File: config.mk
export PLATFORM = sky130hd
export DESIGN_NAME = playground_ram_arb
export DESIGN_NICKNAME = d
export VERILOG_FILES = /design/src/rtl/playground_pkg.sv /design/src/rtl/playground_ram_arb_wpipe.sv /design/src/rtl/playground_ram_arb.sv
export SDC_FILE = /design/constraint.sdc
export NUM_CORES = 1
export LEC_CHECK = 0
export BUFFER_PORTS_ARGS = -buffer_cell sky130_fd_sc_hd__buf_2
export CAP_MARGIN = 20
export CORE_ASPECT_RATIO = 1.4
export CORE_UTILIZATION = 43
export DETAILED_ROUTE_END_ITERATION = 6
export HOLD_SLACK_MARGIN = 0.08
export PLACE_DENSITY_LB_ADDON = 0.25
export SLEW_MARGIN = 20
export SYNTH_ARGS = -nofsm -noshare
export SYNTH_HDL_FRONTEND = slang
export SYNTH_SLANG_ARGS = --single-unit
File: constraint.sdc
create_clock -name clk -period 1.5 [get_ports clk]
set_input_delay 0.15 -clock clk [delete_from_list [all_inputs] [get_ports clk]]
set_output_delay 0.15 -clock clk [all_outputs]
set_load 0.005 [all_outputs]
File: src/rtl/playground_pkg.sv
// playground_pkg
// Shared definitions for the playground RAM arbiter: RAM geometry and the
// requester ID used to route read returns.
package playground_pkg;

  localparam int RAM_AW = 4;
  localparam int RAM_DW = 4;

  typedef enum logic {
    REQ_A = 1'b0,
    REQ_B = 1'b1
  } req_id_e;

endpackage

File: src/rtl/playground_ram_arb_wpipe.sv
// ram_arb_wpipe
// Pending-write tracker. Holds every granted write for DEPTH cycles, the time
// the RAM needs before a later read can observe it. Two lookup ports report
// whether an address is still in flight and, if so, the data of the youngest
// matching write.
//
// Ports:
//   clk, rst_n            clock, async active-low reset
//   i_push                a write is being granted this cycle
//   i_push_addr/_data     address/data of that write
//   i_addr_a, i_addr_b    lookup addresses (requester A / B)
//   o_hit_a, o_hit_b      address matches a valid pending entry
//   o_data_a, o_data_b    data of the youngest matching entry
module ram_arb_wpipe
  import playground_pkg::*;
#(
  parameter int DEPTH = 2
) (
  input  logic              clk,
  input  logic              rst_n,
  input  logic              i_push,
  input  logic [RAM_AW-1:0] i_push_addr,
  input  logic [RAM_DW-1:0] i_push_data,
  input  logic [RAM_AW-1:0] i_addr_a,
  input  logic [RAM_AW-1:0] i_addr_b,
  output logic              o_hit_a,
  output logic              o_hit_b,
  output logic [RAM_DW-1:0] o_data_a,
  output logic [RAM_DW-1:0] o_data_b
);

  // Stage 0 is the youngest entry.
  logic [DEPTH-1:0]             r_vld;
  logic [DEPTH-1:0][RAM_AW-1:0] r_addr;
  logic [DEPTH-1:0][RAM_DW-1:0] r_data;

  always_ff @(posedge clk or negedge rst_n) begin
    if (!rst_n) begin
      r_vld  <= '0;
      r_addr <= '0;
      r_data <= '0;
    end else begin
      r_vld[0]  <= i_push;
      r_addr[0] <= i_push_addr;
      r_data[0] <= i_push_data;
      for (int i = 1; i < DEPTH; i++) begin
        r_vld[i]  <= r_vld[i-1];
        r_addr[i] <= r_addr[i-1];
        r_data[i] <= r_data[i-1];
      end
    end
  end

  // Scan oldest to youngest so the youngest match overrides older ones.
  always_comb begin
    o_hit_a  = 1'b0;
    o_hit_b  = 1'b0;
    o_data_a = '0;
    o_data_b = '0;
    for (int i = DEPTH - 1; i >= 0; i--) begin
      if (r_vld[i] && (r_addr[i] == i_addr_a)) begin
        o_hit_a  = 1'b1;
        o_data_a = r_data[i];
      end
      if (r_vld[i] && (r_addr[i] == i_addr_b)) begin
        o_hit_b  = 1'b1;
        o_data_b = r_data[i];
      end
    end
  end

endmodule

File: src/rtl/playground_ram_arb.sv
// playground_ram_arb
// Round-robin arbiter/sequencer placing requester A (user I/O) and requester
// B (pattern player) onto the single port of the shared 16x4 synchronous RAM.
// Reads that would hit a write still inside the RAM write pipeline are either
// stalled or served by forwarding, so no read returns stale data.
//
// Build option:
//   PLAYGROUND_RAM_ARB_FWD_EN  defined   -> hazard reads granted at once, data
//                                           forwarded from the youngest pending
//                                           write
//                              undefined -> hazard reads wait until the write
//                                           has drained from the pipeline
//
// Ports:
//   clk, rst_n                 clock, async active-low reset
//   a_req/a_we/a_addr/a_wdata  requester A command (held until granted)
//   b_req/b_we/b_addr/b_wdata  requester B command (held until granted)
//   a_gnt, b_gnt               combinational one-cycle accept pulse
//   a_rvalid/a_rdata           read return to A (2 cycles after grant)
//   b_rvalid/b_rdata           read return to B (2 cycles after grant)
//   ram_we/ram_addr/ram_wdata  registered RAM command
//   ram_rdata                  RAM read data, one cycle after the address
module playground_ram_arb
  import playground_pkg::*;
#(
  parameter int WR_LAT = 2
) (
  input  logic              clk,
  input  logic              rst_n,
  input  logic              a_req,
  input  logic              a_we,
  input  logic [RAM_AW-1:0] a_addr,
  input  logic [RAM_DW-1:0] a_wdata,
  input  logic              b_req,
  input  logic              b_we,
  input  logic [RAM_AW-1:0] b_addr,
  input  logic [RAM_DW-1:0] b_wdata,
  output logic              a_gnt,
  output logic              b_gnt,
  output logic              a_rvalid,
  output logic [RAM_DW-1:0] a_rdata,
  output logic              b_rvalid,
  output logic [RAM_DW-1:0] b_rdata,
  output logic              ram_we,
  output logic [RAM_AW-1:0] ram_addr,
  output logic [RAM_DW-1:0] ram_wdata,
  input  logic [RAM_DW-1:0] ram_rdata
);

  logic              r_pref;  // 0: A preferred, 1: B preferred
  logic              w_hit_a, w_hit_b;
  logic [RAM_DW-1:0] w_fwd_a, w_fwd_b;
  logic              w_elig_a, w_elig_b;
  logic              w_gnt_a, w_gnt_b, w_any_gnt;
  logic              w_cmd_we, w_cmd_fwd;
  logic [RAM_AW-1:0] w_cmd_addr;
  logic [RAM_DW-1:0] w_cmd_wdata, w_cmd_fdata;

  // Read-return pipe: stage 1 while the RAM sees the address, stage 2 when
  // the RAM data is available.
  logic              r_rv1, r_rv2;
  req_id_e           r_id1, r_id2;
  logic              r_fwd1, r_fwd2;
  logic [RAM_DW-1:0] r_fdata1, r_fdata2;
  logic [RAM_DW-1:0] w_rdata;

  ram_arb_wpipe #(.DEPTH(WR_LAT)) u_wpipe (
    .clk         (clk),
    .rst_n       (rst_n),
    .i_push      (w_any_gnt & w_cmd_we),
    .i_push_addr (w_cmd_addr),
    .i_push_data (w_cmd_wdata),
    .i_addr_a    (a_addr),
    .i_addr_b    (b_addr),
    .o_hit_a     (w_hit_a),
    .o_hit_b     (w_hit_b),
    .o_data_a    (w_fwd_a),
    .o_data_b    (w_fwd_b)
  );

`ifdef PLAYGROUND_RAM_ARB_FWD_EN
  assign w_elig_a  = a_req;
  assign w_elig_b  = b_req;
  assign w_cmd_fwd = w_gnt_b ? (w_hit_b & ~b_we) : (w_hit_a & ~a_we);
`else
  // Writes are never blocked; reads wait while their address is in flight.
  assign w_elig_a  = a_req & (a_we | ~w_hit_a);
  assign w_elig_b  = b_req & (b_we | ~w_hit_b);
  assign w_cmd_fwd = 1'b0;
`endif

  // Grants are suppressed while reset is asserted so outputs are quiet.
  always_comb begin
    w_gnt_a = 1'b0;
    w_gnt_b = 1'b0;
    if (rst_n) begin
      if (w_elig_a && w_elig_b) begin
        w_gnt_a = ~r_pref;
        w_gnt_b = r_pref;
      end else begin
        w_gnt_a = w_elig_a;
        w_gnt_b = w_elig_b;
      end
    end
  end

  assign a_gnt       = w_gnt_a;
  assign b_gnt       = w_gnt_b;
  assign w_any_gnt   = w_gnt_a | w_gnt_b;
  assign w_cmd_we    = w_gnt_b ? b_we    : a_we;
  assign w_cmd_addr  = w_gnt_b ? b_addr  : a_addr;
  assign w_cmd_wdata = w_gnt_b ? b_wdata : a_wdata;
  assign w_cmd_fdata = w_gnt_b ? w_fwd_b : w_fwd_a;

  always_ff @(posedge clk or negedge rst_n) begin
    if (!rst_n) begin
      r_pref    <= 1'b0;
      ram_we    <= 1'b0;
      ram_addr  <= '0;
      ram_wdata <= '0;
      r_rv1     <= 1'b0;
      r_id1     <= REQ_A;
      r_fwd1    <= 1'b0;
      r_fdata1  <= '0;
      r_rv2     <= 1'b0;
      r_id2     <= REQ_A;
      r_fwd2    <= 1'b0;
      r_fdata2  <= '0;
    end else begin
      ram_we <= w_any_gnt & w_cmd_we;
      if (w_any_gnt) begin
        ram_addr  <= w_cmd_addr;
        ram_wdata <= w_cmd_wdata;
        r_pref    <= w_gnt_a;  // preference moves to the loser
      end
      r_rv1    <= w_any_gnt & ~w_cmd_we;
      r_id1    <= w_gnt_b ? REQ_B : REQ_A;
      r_fwd1   <= w_cmd_fwd;
      r_fdata1 <= w_cmd_fdata;
      r_rv2    <= r_rv1;
      r_id2    <= r_id1;
      r_fwd2   <= r_fwd1;
      r_fdata2 <= r_fdata1;
    end
  end

  assign w_rdata  = r_fwd2 ? r_fdata2 : ram_rdata;
  assign a_rvalid = r_rv2 & (r_id2 == REQ_A);
  assign b_rvalid = r_rv2 & (r_id2 == REQ_B);
  // Data is forced to zero when not valid so reset and idle values are clean.
  assign a_rdata  = a_rvalid ? w_rdata : '0;
  assign b_rdata  = b_rvalid ? w_rdata : '0;

endmodule

# Yosys cells after proc, flatten, opt, wreduce, memory -nomap -nowiden
# Cells that the tools add are included.
[word_totals]
regBits = 24
input_bits = 26
output_inout_bits = 21
wordCells = 48
[op_classes]
n_eq_ne = 4
muxes = 14
bitwise_logic = 14
reduce_logical = 5
[ops]
columns = ["cell", "n"]
rows = [
  ["equality test 4 bit", 4],
  ["2-to-1 mux 4 bit", 4],
  ["2-to-1 mux 1 bit", 10],
  ["bitwise AND 1 bit", 6],
  ["logical AND 1 bit", 5],
  ["inverter 1 bit", 5],
  ["bitwise OR 1 bit", 3],
]

# Depth between registers and ports, before layout
# Gate-level depths: netlist of the first run.
[logic_depth]
depth_word = 13
ltp_mapped = 7

# Modules after synthesis
# Synthesis of the first run repeated with hierarchy kept, for this count alone.
[hier_totals]
cells_unflattened = 136
area_unflattened_um2 = 1605.3
[by_module_without_submodules]
columns = ["mod", "n_inst", "cells_each", "area_per_inst_um2"]
rows = [
  ["ram_arb_wpipe", 1, 71, 834.6],
  ["playground_ram_arb", 1, 65, 770.7],
]

# Worst setup path before layout of the first run
# Ideal clock, no wire load.
[synth_path]
path_kind = "flip-flop to flip-flop"
start = "reg u_wpipe.r_addr[7] in the netlist's numbering"
end = "reg ram_addr[0]"
setup_ns = 0.111
arrival_time_ns = 1.597
required_time_ns = 1.389
setup_slack_ns = -0.208
path_stages_with_launch = 7
path_buffers = 1
path_cell_list = "dfrtp_1 xor2_1 o41ai_2 a41oi_2 o311a_4 buf_8 a222oi_1"
[synth_between]
elab_chain_len = 11
[synth_lines]
columns = ["element", "line_no", "rtl"]
rows = [
  ["from (decl)", "playground_ram_arb_wpipe.sv:34", "logic [DEPTH-1:0][RAM_AW-1:0] r_addr;"],
  ["from (signal, indexed assignment)", "playground_ram_arb_wpipe.sv:48", "r_addr[i] <= r_addr[i-1];"],
  ["equality test 4 bit (on tied branches)", "playground_ram_arb_wpipe.sv:61, playground_ram_arb_wpipe.sv:65", ""],
  ["logical AND 1 bit (on tied branches)", "playground_ram_arb_wpipe.sv:61, playground_ram_arb_wpipe.sv:65", ""],
  ["2-to-1 mux 1 bit (on tied branches) (2 in series)", "playground_ram_arb_wpipe.sv:61, playground_ram_arb_wpipe.sv:65", ""],
  ["inverter 1 bit (on tied branches)", "playground_ram_arb.sv:87, playground_ram_arb.sv:88", ""],
  ["bitwise OR 1 bit (on tied branches)", "playground_ram_arb.sv:87, playground_ram_arb.sv:88", ""],
  ["bitwise AND 1 bit (on tied branches)", "playground_ram_arb.sv:87, playground_ram_arb.sv:88", ""],
  ["logical AND 1 bit", "playground_ram_arb.sv:97", "if (w_elig_a && w_elig_b) begin"],
  ["2-to-1 mux 1 bit *", "playground_ram_arb.sv:97", ""],
  ["2-to-1 mux 1 bit *", "playground_ram_arb.sv:96", "if (rst_n) begin"],
  ["named net b_gnt", "playground_ram_arb.sv:39", "output logic b_gnt,"],
  ["2-to-1 mux 4 bit or bitwise OR 1 bit (tied branches)", "playground_ram_arb.sv:111, playground_ram_arb.sv:109", ""],
  ["to (signal assigned)", "playground_ram_arb.sv:132", "ram_addr <= w_cmd_addr;"],
  ["to (decl)", "playground_ram_arb.sv:45", "output logic [RAM_AW-1:0] ram_addr,"],
]
# The timed path passes the listed nets; every way through them passes the cells marked *.
# A chain may end at the register's enable or synchronous reset.

# Worst setup path in the final report of the first run
[layout_path]
start = "reg u_wpipe.r_addr[5] in the netlist's numbering"
end = "out a_gnt"
[layout_between]
elab_chain_len = 10
[layout_lines]
columns = ["element", "line_no", "rtl"]
rows = [
  ["equality test 4 bit (on tied branches)", "playground_ram_arb_wpipe.sv:61, playground_ram_arb_wpipe.sv:65", ""],
  ["logical AND 1 bit (on tied branches)", "playground_ram_arb_wpipe.sv:61, playground_ram_arb_wpipe.sv:65", ""],
  ["2-to-1 mux 1 bit (on tied branches) (2 in series)", "playground_ram_arb_wpipe.sv:61, playground_ram_arb_wpipe.sv:65", ""],
  ["inverter 1 bit (on tied branches)", "playground_ram_arb.sv:87, playground_ram_arb.sv:88", ""],
  ["bitwise OR 1 bit (on tied branches)", "playground_ram_arb.sv:87, playground_ram_arb.sv:88", ""],
  ["bitwise AND 1 bit (on tied branches)", "playground_ram_arb.sv:87, playground_ram_arb.sv:88", ""],
  ["logical AND 1 bit", "playground_ram_arb.sv:97", ""],
  ["2-to-1 mux 1 bit *", "playground_ram_arb.sv:97", ""],
  ["2-to-1 mux 1 bit *", "playground_ram_arb.sv:96", ""],
  ["to (decl)", "playground_ram_arb.sv:38", "output logic a_gnt,"],
]
# Every way passes the cells marked *; elsewhere a longest branch is shown, timed or not.

==> out/qor.csv, run 1 <==
metric,value,unit
outcome,"finished, violations left",
violated checks,setup timing,
post-synth top area share,48.5,%
die span in x,46.4,um
Syn Area/Cell,10.9,um^2
post-route ant nets,0,
commonest cells in the netlist,"inv_1, dfrtp_1, xor2_1, a222oi_1, xnor2_1",
"FF+latch count, synth",23,
DP Wirelength,2140,um
min Tclk post-route,1.98,ns
CP max FO,2,
DRC violations left,0,
Yosys Warn Count,0,
Hold Crit Class,input pin to flip-flop,
Power Dens Cells,795,nW/um^2
R2R depth,7,
final wirelength,2860,um
pre-CTS setup slack,-0.309,ns
First DRT Iteration DRCs,35,
clk root buf,clkbuf_4,
"Seq/Total Area, Yosys",48.5,%
RSZ-0062 raised after global routing,yes,
fin. max-slew vios,0,
Initial DRT Pass Iterations,5,
first-pass GRT wire length,4660,um
"Setup violations, final",18,
Worst-Margin Slew,0.288,ns
hold path depth,3,
ant diodes,0,
antenna violations before repair,0,
RD Place Congestion,0.806,
cells after synthesis,109,
Num CTS Buffers,3,
Fill cells,216,
Via Count,1087,
CTS Sinks,23,
Layout area overhead,48.3,%
Final Util,67.3,%
CTS tree,done,
gr ovfl total,0,
number of synthesized flops with an enable pin,0,
clk slew on worst S/H paths,0.12,ns
endpoint class of the critical path,output port,
Site Rows,22,
Synthesized Nets,135,
fmax,0.504,GHz
Final nets,211,
Initial Utilization,45.4,%
CTS H-Tree Depth,1,
critical path type,flip-flop to output port,
final period utilization,132,%
Post-Route Skew,0.00333,ns
Mapped Area,1190,um^2
PnR worst setup slack,-0.485,ns
post-synth top area cell,dfrtp_1,
final hold violation count,0,
Non-Filler Instances,220,
placed cells,207,
wire per inst,13.0,um
Ports,47,
P_leak,0.972,nW
vias in the first global route,1062,
Vias/cell,4.94,
Core Box Area,2620,um^2
asr flop ratio synth,100,%
total track usage,21.6,%
Max-Cap Viols,0,
critical path arrival,1.83,ns
Worst Path Required,1.35,ns
Port Buf Inserts,46,
Clock Latency Late Sink,0.30,ns
largest net degree at the start of global routing,23,
final instance area,1760,um^2
DP Area,1590,um^2
die area,2980,um^2
Relative slew margins,80.8,%
layout cells sized above 1,47.8,%
synth top area cells,"dfrtp_1, inv_1, a222oi_1",
CP Launch Type,flip-flop,
Most used DFF post-synth,dfrtp_1,
Yosys cell types,25,
top-count cell post-synth,inv_1,
Die Height,64.2,um
VDD IR max,0.555,mV
largest buffer count on any clock path,2,
==> where the power goes <==
part	total [mW]	internal [mW]	switching [mW]
Combinational	0.383	0.210	0.173
Sequential	0.736	0.687	0.0487
Clock	0.280	0.0994	0.181
Total	1.40	0.997	0.403
==> kinds of logic (layout without fill, tap and decap cells) <==
family                 count (synthesis)  count (layout)  synth area share, %
buffers and inverters                 28             103                 9.90
flip-flops                            23              23                 48.5
XOR/XNOR                              16              16                 11.8
AO/OA/AOI/OAI                         17              17                 15.5
AND/OR/NAND/NOR                       20              20                 10.0
multiplexers                           5               5                 4.32
==> worst paths after layout <==
| kind | startpoint | endpoint | slack (ns) |
|---|---|---|---|
| min | a_wdata[3] | ram_wdata[3] | 0.08 |
| max | u_wpipe.r_addr[5] | a_gnt | -0.48 |
| max reg2reg | u_wpipe.r_addr[7] | ram_addr[3] | -0.41 |
| max in group asynchronous | rst_n | u_wpipe.r_addr[4] | 0.76 |
| min in group asynchronous | rst_n | r_pref | 0.24 |
| min reg2reg | r_rv1 | r_rv2 | 0.37 |
==> routing by layer <==
| layer | routed length [um] | track usage [%] | part of all wire, % | vias up |
|---|---|---|---|---|
| met5 | 0 | 0 | 0 | - |
| met4 | 33 | 6.62 | 1.2 | 0 |
| met3 | 129 | 2.26 | 4.5 | 4 |
| met2 | 1540 | 38.2 | 54 | 44 |
| met1 | 1160 | 25.9 | 41 | 516 |
| li1 | - | - | - | 523 |
==> critical path, stage by stage, from the launching register on <==
cell and delay (ns):
dfrtp_1 0.43, buf_6 0.13, xnor2_2 0.14, and4_4 0.19, o21bai_4 0.17, a211oi_2 0.24
buf_4 0.16, buf_6 0.08
==> cells in the final DEF (no fill, tap or decap), types with 5 or more instances in the layout <==
master / Yosys / routed
dfrtp_1: 23 / 23
inv_1: 26 / 26
buf_4: 0 / 19
and2_1: 5 / 5
xnor2_1: 7 / 6
a222oi_1: 8 / 8
buf_6: 0 / 7
buf_2: 1 / 44
xor2_1: 9 / 8
==> sequential cells by signal, indices dropped and copies added (netlist names) <==
name,count
ram_wdata,4
r_rv2,1
u_wpipe.r_addr,8
r_id2,1
ram_addr,4
u_wpipe.r_vld,2
r_rv1,1
r_id1,1
r_pref,1
==> area by class of cell <==
class / count / area (um^2) / share of cell area [%]
clock buffer: 3 / 22.5 / 1.28
clock inverter: 1 / 5.00 / 0.284
inverter: 26 / 97.6 / 5.54
multi-input combinational: 58 / 543 / 30.8
sequential: 23 / 576 / 32.7
tap: 36 / 45.0 / 2.56
timing repair buffer: 73 / 472 / 26.8
==> through the flow <==
stage / hold slack (ns) / setup TNS, ns / power [mW]
after detailed placement: -0.0250 / -3.82 / 1.09
after global routing: 0.0817 / -7.74 / 1.48
final: 0.0804 / -6.00 / 1.40
after global placement: -0.0282 / -2.93 / 1.07
after CTS: 0.0806 / -6.17 / 1.39
after floorplan: -0.146 / -1.87 / 0.910
==> repair_timing <==
action | in CTS | in global routing
hold endpoints to repair | 23 | 1
setup endpoints to repair | 17 | 22
cloned | 0 | 0
buffers inserted | 6 | 0
pin swaps | 12 | 8
resized for setup | 6 | 7
hold buffers | 1 | 2
(Power assumes the default switching activity.)
==> run 2: changes to the inputs <==
Settings changed: CORE_UTILIZATION 43 to 40.
==> out/qor.csv, run 2 (synthesized netlist as in run 1, its figures left out) <==
metric,value,unit
violated checks,setup timing,
DRC violations left,0,
"Setup violations, final",18,
Final Power,1.49,mW
Via Count,1075,
DP Wirelength,2180,um
Layout area overhead,46.7,%
Site Rows,23,
largest buffer count on any clock path,2,
Critical Path End,a_gnt,
worst-path cell chain,xor2_1 -> nor3_1 -> and4_4 -> o21bai_4 -> a211oi_2 -> buf_4 -> buf_6,
setup TNS,-6.53,ns
"slowest stage delay, CP",0.42,ns
min Tclk post-route,1.97,ns
Power Dens Cells,858,nW/um^2
final wirelength,3030,um
Vias/cell,4.95,
fmax,0.507,GHz
gr ovfl total,0,
ant diodes,0,
"most common cell after layout, fill and taps aside",buf_2,
RSZ-0062 raised after global routing,yes,
CP max FO,6,
Final nets,207,
CTS Sinks,23,
Max-Cap Viols,0,
Relative slew margins,80.9,%
Critical Path Start,u_wpipe.r_addr[6],
largest net degree at the start of global routing,22,
Port Buf Inserts,46,
Biggest register,u_wpipe.r_addr,
clk root buf,clkbuf_8,
vias in the first global route,1134,
layout cells sized above 1,47.2,%
CP Launch Type,flip-flop,
Largest regs,"u_wpipe.r_addr x8, ram_addr x4, ram_wdata x4",
Initial Utilization,41.7,%
Num CTS Buffers,3,
wire per inst,14.0,um
R2R Path Start,u_wpipe.r_addr[4],
Hold Crit Class,input pin to flip-flop,
die area,3190,um^2
die span in x,48.0,um
Worst Path Required,1.35,ns
CTS tree,done,
outcome,"finished, violations left",
antenna violations before repair,0,
Reg-to-Reg End,ram_addr[0],
"setup slack, reg-to-reg",-0.43,ns
Clock Latency Late Sink,0.26,ns
critical path arrival,1.82,ns
P_leak,0.951,nW
R2R depth,8,
Ports,47,
critical path type,flip-flop to output port,
PnR worst setup slack,-0.471,ns
max reg flops,8,
VDD IR max,0.594,mV
CTS H-Tree Depth,1,
fin. max-slew vios,0,
endpoint class of the critical path,output port,
final hold violation count,0,
Post-Route Skew,0.00256,ns
Worst-Margin Slew,0.283,ns
Initial DRT Pass Iterations,4,
most frequent cells in the layout,"buf_2, inv_1, dfrtp_1",
Die Height,66.5,um
post-route ant nets,0,
RD Place Congestion,0.752,
total track usage,22.6,%
Core Box Area,2850,um^2
clk slew on worst S/H paths,0.08,ns
final period utilization,131,%
Worst path slowest cell,dfrtp_1,
first-pass GRT wire length,5000,um
First DRT Iteration DRCs,37,
run 2: how the worst min path moves through the flow:
| stage | to | slack [ns] | startpoint | depth (start not counted) |
|---|---|---|---|---|
| 3_3_place_gp | u_wpipe.r_addr[7] | -0.02 | rst_n | 1 |
| 5_1_grt | u_wpipe.r_vld[0] | 0.13 | a_we | 2 |
| 3_5_place_dp | u_wpipe.r_addr[7] | -0.02 | rst_n | 1 |
| 2_1_floorplan | r_id1 | -0.15 | rst_n | 0 |
| 6_report | u_wpipe.r_vld[0] | 0.12 | a_we | 2 |
| 4_1_cts | u_wpipe.r_vld[0] | 0.12 | a_we | 2 |
run 2: final cells by class:
cell class | count | area (um^2)
inverters | 26 | 97.6
clock buffers | 4 | 45.0
flip-flops and latches | 23 | 576
multi-input cells | 58 | 526
well taps | 37 | 46.3
repair buffers | 69 | 452
fillers | 236 | 1110
run 2: power breakdown:
part	switching (mW)	internal (mW)	total [mW]
registers	0.0491	0.687	0.736
logic	0.173	0.205	0.377
clock network	0.191	0.189	0.381
run 2: through the flow:
stage / util (%) / instances / hold slack [ns] / cell area [um^2] / setup slack (ns)
floorplan: - / 109 / -0.146 / 1200 / -0.208
global placement: 54.8 / 204 / -0.0180 / 1560 / -0.234
detailed placement: 54.8 / 204 / -0.0161 / 1560 / -0.285
CTS: 61.2 / 218 / 0.119 / 1740 / -0.481
global route: 61.1 / 217 / 0.131 / 1740 / -0.631
finish: 61.1 / 217 / 0.124 / 1740 / -0.471
run 2: timing repair:
action / 4_1_cts / 5_1_grt
pin swaps: 16 / 3
endpoints found under the setup margin: 18 / 19
endpoints found under the hold margin: 23 / 0
gates cloned: 0 / 0
hold buffers: 1 / 0
setup buffers: 11 / 1
resized for setup: 14 / 4
run 2: metal layers:
metal	track usage (%)	routed length, um	vias to the layer above
met1	25.3	1220	518
met5	0	0	-
met4	9.72	50	0
li1	-	-	510
met2	40.4	1640	41
met3	2.71	118	6
run 2: worst max-delay path, delay by kind of cell (launching register included):
family,cells,cell delay (ns)
AOI/OAI and AO/OA,2,0.39
and+or+nand+nor,2,0.26
xor gates and xnor gates,1,0.21
buffers and inverters,2,0.27
DFF,1,0.42
